## src/rtl/ex_stage.sv

```systemverilog
// -----------------------------------------------------------------------------
// ex_stage -- execute stage of the 5-stage RV32I pipeline.
//
// Sits directly downstream of the ID/EX register. Computes the ALU, branch and
// jump results for the instruction currently in EX, drives the EX forwarding
// bus and the branch/jump redirect back upstream, and holds the EX/MEM pipeline
// register that feeds the MEM stage.
//
// Ports:
//   clk_in, rst_in        clock, synchronous active-high reset
//   rdy_in                global enable; 0 holds every register
//   stall_in              MEM busy; holds the EX/MEM register
//   pc, r1_data, r2_data  instruction pc and (already forwarded) operands
//   rd_addr, imm          destination register, sign-extended immediate
//   ins_type/details/diff opcode, funct3, funct7[5]
//   forward_ex_*          combinational EX forwarding bus
//   load_hazard           a LOAD with rd!=0 is in EX (combinational)
//   jump_enable/addr      redirect request and target (combinational)
//   output_*              EX/MEM register outputs
// -----------------------------------------------------------------------------
module ex_stage #(
    parameter int XLEN = 32
) (
    input  logic            clk_in,
    input  logic            rst_in,
    input  logic            rdy_in,
    input  logic            stall_in,
    input  logic [XLEN-1:0] pc,
    input  logic [XLEN-1:0] r1_data,
    input  logic [XLEN-1:0] r2_data,
    input  logic [4:0]      rd_addr,
    input  logic [XLEN-1:0] imm,
    input  logic [6:0]      ins_type,
    input  logic [2:0]      ins_details,
    input  logic            ins_diff,
    output logic            forward_ex_enable,
    output logic [4:0]      forward_ex_addr,
    output logic [XLEN-1:0] forward_ex_data,
    output logic            load_hazard,
    output logic            jump_enable,
    output logic [XLEN-1:0] jump_addr,
    output logic [4:0]      output_rd_addr,
    output logic [XLEN-1:0] output_result,
    output logic [XLEN-1:0] output_store_data,
    output logic [6:0]      output_ins_type,
    output logic [2:0]      output_ins_details,
    output logic            output_wb_enable
);

    typedef enum logic [6:0] {
        OPC_OP     = 7'b0110011,
        OPC_OP_IMM = 7'b0010011,
        OPC_LOAD   = 7'b0000011,
        OPC_STORE  = 7'b0100011,
        OPC_BRANCH = 7'b1100011,
        OPC_JAL    = 7'b1101111,
        OPC_JALR   = 7'b1100111,
        OPC_LUI    = 7'b0110111,
        OPC_AUIPC  = 7'b0010111
    } opcode_e;

    logic [XLEN-1:0] op_b;
    logic [4:0]      shamt;
    logic [XLEN-1:0] alu_result;
    logic [XLEN-1:0] addr_sum;      // r1_data + imm: memory address and JALR base
    logic [XLEN-1:0] pc_imm;        // pc + imm: AUIPC, JAL and branch target
    logic            branch_taken;
    logic            is_load;
    logic            wb_capable;
    logic            jump_req;
    logic            wb_enable_next;
    logic [XLEN-1:0] result_next;

    // ---------------------------------------------------------------- ALU ---
    always_comb begin
        // NOTE: every signal written here gets a default first, so no path
        // through the case statements can leave it unassigned and infer a latch.
        op_b       = (ins_type == OPC_OP) ? r2_data : imm;
        shamt      = op_b[4:0];
        alu_result = '0;
        case (ins_details)
            3'b000: alu_result = (ins_type == OPC_OP && ins_diff) ? r1_data - op_b
                                                                  : r1_data + op_b;
            3'b001: alu_result = r1_data << shamt;
            3'b010: alu_result = {{(XLEN-1){1'b0}}, $signed(r1_data) < $signed(op_b)};
            3'b011: alu_result = {{(XLEN-1){1'b0}}, r1_data < op_b};
            3'b100: alu_result = r1_data ^ op_b;
            3'b101: alu_result = ins_diff ? XLEN'($signed(r1_data) >>> shamt)
                                          : r1_data >> shamt;
            3'b110: alu_result = r1_data | op_b;
            3'b111: alu_result = r1_data & op_b;
            default: alu_result = '0;
        endcase
    end

    // ------------------------------------------------------ branch compare ---
    always_comb begin
        branch_taken = 1'b0;
        case (ins_details)
            3'b000: branch_taken = (r1_data == r2_data);
            3'b001: branch_taken = (r1_data != r2_data);
            3'b100: branch_taken = ($signed(r1_data) <  $signed(r2_data));
            3'b101: branch_taken = ($signed(r1_data) >= $signed(r2_data));
            3'b110: branch_taken = (r1_data <  r2_data);
            3'b111: branch_taken = (r1_data >= r2_data);
            default: branch_taken = 1'b0;  // 010/011 are never taken
        endcase
    end

    // ------------------------------------------------- result and redirect ---
    assign addr_sum = r1_data + imm;
    assign pc_imm   = pc + imm;

    always_comb begin
        result_next = '0;
        wb_capable  = 1'b0;
        jump_req    = 1'b0;
        jump_addr   = '0;
        is_load     = 1'b0;
        case (ins_type)
            OPC_OP, OPC_OP_IMM: begin
                result_next = alu_result;
                wb_capable  = 1'b1;
            end
            OPC_LOAD: begin
                result_next = addr_sum;
                wb_capable  = 1'b1;
                is_load     = 1'b1;
            end
            OPC_STORE: result_next = addr_sum;
            OPC_BRANCH: begin
                jump_req  = branch_taken;
                jump_addr = pc_imm;
            end
            OPC_JAL: begin
                result_next = pc + XLEN'(4);
                wb_capable  = 1'b1;
                jump_req    = 1'b1;
                jump_addr   = pc_imm;
            end
            OPC_JALR: begin
                result_next = pc + XLEN'(4);
                wb_capable  = 1'b1;
                jump_req    = 1'b1;
                jump_addr   = {addr_sum[XLEN-1:1], 1'b0};
            end
            OPC_LUI: begin
                result_next = imm;
                wb_capable  = 1'b1;
            end
            OPC_AUIPC: begin
                result_next = pc_imm;
                wb_capable  = 1'b1;
            end
            default: ;  // unknown opcode behaves as a NOP
        endcase
    end

    assign wb_enable_next    = wb_capable && (rd_addr != 5'd0);
    assign forward_ex_enable = wb_enable_next && !is_load;
    assign forward_ex_addr   = rd_addr;
    assign forward_ex_data   = result_next;
    assign load_hazard       = is_load && (rd_addr != 5'd0);

    // A stalled branch must not redirect yet: upstream holds under the same
    // stall, so the request reappears once stall_in drops.
    assign jump_enable = jump_req && rdy_in && !stall_in && !rst_in;

    // ---------------------------------------------------- EX/MEM register ---
    always_ff @(posedge clk_in) begin
        // NOTE: sequential state uses non-blocking assignments so every
        // register samples pre-edge values, independent of statement order.
        if (rst_in) begin
            output_rd_addr     <= 5'd0;
            output_result      <= '0;
            output_store_data  <= '0;
            output_ins_type    <= OPC_OP_IMM;  // ADDI x0 = NOP
            output_ins_details <= 3'd0;
            output_wb_enable   <= 1'b0;
        end else if (rdy_in && !stall_in) begin
            output_rd_addr     <= rd_addr;
            output_result      <= result_next;
            output_store_data  <= r2_data;
            output_ins_type    <= ins_type;
            output_ins_details <= ins_details;
            output_wb_enable   <= wb_enable_next;
        end
    end

endmodule
```

## config.mk

```make
export PLATFORM = sky130hd
export DESIGN_NAME = ex_stage
export DESIGN_NICKNAME = d
export VERILOG_FILES = /design/src/rtl/ex_stage.sv
export SDC_FILE = /design/constraint.sdc
export NUM_CORES = 1
export LEC_CHECK = 0
export CELL_PAD_IN_SITES_DETAIL_PLACEMENT = 1
export CELL_PAD_IN_SITES_GLOBAL_PLACEMENT = 2
export CORE_UTILIZATION = 33
export DETAILED_ROUTE_END_ITERATION = 10
export PLACE_DENSITY = 0.92
export SLEW_MARGIN = 20
export SYNTH_ARGS = -nofsm -noshare
export SYNTH_HDL_FRONTEND = slang
export SYNTH_SLANG_ARGS = --single-unit
```

## constraint.sdc

```tcl
create_clock -name clk_in -period 19.02 [get_ports clk_in]
set_input_delay 4.755 -clock clk_in [delete_from_list [all_inputs] [get_ports clk_in]]
set_output_delay 4.755 -clock clk_in [all_outputs]
set_load 0.02 [all_outputs]
```

**After elaboration in Yosys (flattened, before gate mapping)**

Cells that the tools add are included.

- Flip-flop bits (word level): 80
- Input port bits: 148
- Word-level logic and storage cells: 69

- Add/sub/neg operators: 5
- Magnitude comparators: 6
- Eq/ne operators: 18
- Shift operators: 3
- Mux-type cells: 10
- Bitwise logic cells: 3
- Reductions and logical operators: 18

Operators with widths:

| kind | number |
|---|---|
| $pmux W32 S8 | 1 |
| $pmux W32 S5 | 1 |
| $lt A32 B32 Y1 | 4 |
| $add A32 B32 Y32 | 3 |
| $mux W32 | 3 |
| $ge A32 B32 Y1 | 2 |
| $pmux W32 S2 | 1 |
| $add A32 B3 Y32 const B | 1 |
| $and A32 B32 Y32 | 1 |
| $eq A32 B32 Y1 | 1 |
| $ne A32 B32 Y1 | 1 |
| $or A32 B32 Y32 | 1 |
| $shl A32 B5 Y32 | 1 |
| $shr A32 B5 Y32 | 1 |
| $sshr A32 B5 Y32 | 1 |
| $sub A32 B32 Y32 | 1 |
| $xor A32 B32 Y32 | 1 |
| $eq A7 B6 Y1 const B | 3 |
| $eq A7 B7 Y1 const B | 3 |
| $eq A7 B5 Y1 const B | 2 |
| $eq A3 B3 Y1 const B | 4 |
| $logic_and A1 B1 Y1 | 8 |
| $reduce_or A2 Y1 | 4 |
| $eq A7 B2 Y1 const B | 1 |
| 9 further kinds | 13 |

**Depth between registers and ports, before layout**

- Depth in word-level cells: 6
- Depth in mapped cells: 21
- Depth with buffers taken out: 16

**Least setup slack after synthesis**

No wires, ideal clock.

- Path type: input-to-output
- From: in ins_type[3]
- To: out forward_ex_data[31]
- Arrival time: 8.951 ns
- Path slack: 5.314 ns
- Stages on the path: 20
- Path buffers: 5
- Path through: buf_6 -> and4bb_4 -> nand2_2 -> buf_1 -> clkbuf_1 -> clkbuf_1 -> a21o_1 -> inv_1 -> ha_1 -> clkbuf_1 -> inv_1 -> o31a_1 -> o21a_1 -> o21ai_0 -> nor2_1 -> o41ai_1 -> a31oi_1 -> or3_1 -> o311ai_1 -> nand2_1

- Cells in the longest elaborated chain, start to end: 6
- Elaborated cells on any way between the ends: 25
- Those cells by class: add/sub (2); eq/ne (8); shift (3); mux (5); bitwise (3); reduce/logical (4)

RTL lines:

| what | line | text |
|---|---|---|
| start: declaration | 33 | `input logic [6:0] ins_type,` |
| $eq A7 B6 Y1 | 78, 82, 120 |  |
| $mux W32 | 78 | `op_b = (ins_type == OPC_OP) ? r2_data : imm;` |
| $add A32 B32 Y32 (tied with other cells) | 83 | `: r1_data + op_b;` |
| $mux W32 (on tied branches) | 82, 88 |  |
| $pmux W32 S8 | 81 | `case (ins_details)` |
| $pmux W32 S5 * | 120 | `case (ins_type)` |
| end: declaration | 38 | `output logic [XLEN-1:0] forward_ex_data,` |

Every way passes the cells marked *; elsewhere a longest branch is shown, timed or not.

**Worst setup path after layout**

- From: in ins_type[5]
- To: out forward_ex_data[21]

Same word-level chain as after synthesis.

==> impl_metrics.yaml <==
timing:
  setup_viol: 0
  slew_headroom: 0.125
  rsz0062_at_grt: "false"
  fin_worst_skew_ns: 0
  fmax_ghz: 0.0601
  period_needed_ns: 16.63
  max_slew.worst_pin.slew_ns: 1.31
  finalHoldWorstSlack_ns: 0.463
  period_share: 0.874
  slew_violations: 0
  finalHoldViolCount: 0
  tns_ns: 0
logic_synthesis:
  synth.avg_cell_area_um2: 6.46
  synth_edf_count: 0
  synth_cell_types: 100
  synth_seq_cells: 80
  synthArstFlopShare: 0
  yosysSeqAreaShare: 0.0800
  synth_fp_nets: 3433
  yosys_warnings: 0
  netlist_area_mm2: 0.0200
  ys.flop_type: "dfxtp_1"
  synthCells: 3096
clocking:
  tritoncts: "yes"
  ctsLongestPathBuffers: 2
  hold_buffers: 0
  cts_htree_levels: 3
  clk_pin_slew_ns: 0.07
  cts_sinks: 80
  clock_latency_ns: 0.39
  post_cts_buffers: 0
  cts_buffers: 9
  cts-root-buf: "clkbuf_16"
  cts_resized: 0
power_and_ir_drop:
  intPower_w: 0.000516
  pwr-share-comb: 0.638
  clockPowerShare: 0.194
  p_seq_frac: 0.168
  switching_share: 0.523
  ir_drop_uv: 50.2
  powerDensity_mw_per_mm2: 45.0
  leakage_nw: 9.52
  p_sw_w: 0.000564
route:
  drt_pass1_iterations: 5
  vias: 27500
  drt-total-wl_mm: 141
  remaining_drc_errors: 0
  drtAntennaViolNets: 0
  wire_per_inst_um: 35.1
  viasPerCell: 6.81
  drtIter0Drc: 3181
floorplan:
  die_h_um: 248
  start_util: 0.337
  num_io_pins: 300
  die_area_mm2: 0.0616
  die_x_um: 248
  num_rows: 89
  fp.coreArea_mm2: 0.0595
critical_path:
  worst-setup-path-type: "primary input to output pin"
  endpoint_kind: "output pin"
  startpoint_type: "primary input"
  crit_fanout: 33
  critical_path_required_ns: 14.27
  crit_arrival_ns: 11.87
grt:
  grt_pass1_vias: 27000
  grt_pass1_wl_mm: 198
  antenna_found_initial: 9
  grt_max_degree: 69
  grt_usage: 0.446
  gr-total-overflow: 0
cells_and_area:
  layout_common_cells: "nand2_1 (353), a21oi_1 (297), clkdlybuf4s50_1 (297)"
  layout_commonest_cell: "nand2_1"
  drive_gt1_frac: 0.0525
  area_delta_synth_final_pct: 19.8
  nets: 3591
hold_path:
  hp-class: "flop to flop"
job:
  maxCapViolations: 0
run_status:
  status: "completed"
place:
  gp_congestion: 1.05
  numPortBuffers: 299
  dpl.hpwl_mm: 112
[layer usage]
layer	track usage	wire [um]	vias to the layer above
li1	-	-	11800
met1	0.560	56500	13500
met2	0.676	59800	1725
met3	0.119	15300	378
met4	0.273	9680	14
met5	0	91	-
[synthesized netlist by cell type (34+ instances only)]
cell type	instances	area share
nand2_1	354	0.066
a21oi_1	298	0.075
nor2_1	266	0.050
o21ai_0	242	0.061
ha_1	186	0.12
nand3_1	163	0.041
clkbuf_1	161	0.030
inv_1	156	0.029
a21o_1	83	0.031
dfxtp_1	80	0.080
a211oi_1	79	0.030
xnor2_1	72	0.032
nor3_1	63	0.016
o211ai_1	57	0.021
a31oi_1	48	0.015
nand2b_1	45	0.014
xor2_1	44	0.019
buf_2	40	0.010
nand4_1	38	0.012
and3_1	34	0.011
[kinds of logic (layout without fill, tap and decap cells)]
family	Yosys count	count (layout)	synth area share
compound gates	1185	1185	0.392
xor+xnor	116	116	0.0508
fa+ha+maj	189	189	0.119
buf+inv	393	556	0.0787
flops	80	80	0.0800
mux	44	44	0.0233
other cells	0	2	0
simple gates	1089	1089	0.256
[through the flow]
stage / instance area [um2] / power (W) / util / worst slack, ns / std cells
floorplan: 20000 / 0.000565 / - / 5.31 / 3096
global placement: 23600 / 0.000834 / 0.398 / 2.64 / 4016
detailed placement: 23600 / 0.000844 / 0.398 / 2.68 / 4016
CTS: 24000 / 0.00106 / 0.403 / 2.64 / 4032
global route: 24000 / 0.00112 / 0.403 / 2.19 / 4032
finish: 24000 / 0.00108 / 0.403 / 2.39 / 4034
[area by class of cell]
cell class	count	area (um2)
fillers	7683	35500
multi-input cells	2623	16900
repair buffers	379	3590
flip-flops and latches	80	1600
well taps	773	967
inverters	161	604
clock buffers	10	229
clock inverters	6	91.3
diodes	2	5.00
[power groups by stage]
stage                     Combinational (W)  Clock, W  Sequential [W]
after global placement             0.000650         0        0.000185
after detailed placement           0.000659         0        0.000185
after global routing               0.000718  0.000217        0.000182
after CTS                          0.000663  0.000214        0.000181
after floorplan                    0.000371         0        0.000194
final                              0.000689  0.000210        0.000181
[critical path, cell delays in order]
cell	delay [ns]
clkdlybuf4s50_1	0.47
buf_4	0.40
and3b_1	0.73
nand3_1	0.42
and2_1	0.26
buf_4	0.22
inv_1	0.64
ha_1	0.44
a21o_1	0.23
a31o_2	0.22
o211a_1	0.29
o21ai_0	0.46
a21oi_1	0.30
nor2_1	0.20
o22ai_1	0.16
o311ai_0	0.92
nand2_1	0.11
clkdlybuf4s50_1	0.58
[worst paths after layout]
| path | start | to | slack (ns) | cells past startpoint |
|---|---|---|---|---|
| worst max register to register | output_result[17] | output_result[17] | 18.02 | 2 |
| worst min-delay path | output_store_data[9] | output_store_data[9] | 0.46 | 2 |
| worst min register to register | output_store_data[9] | output_store_data[9] | 0.46 | 2 |
| worst max-delay path | ins_type[5] | forward_ex_data[21] | 2.39 | 18 |
[state kept, by name, summed over array words and instances, names as in the netlist]
| name | cells |
|---|---|
| output_ins_details | 3 |
| output_ins_type | 7 |
| output_rd_addr | 5 |
| output_result | 32 |
| output_store_data | 32 |
| output_wb_enable | 1 |
Note: power is estimated with default switching activity, not from simulation.
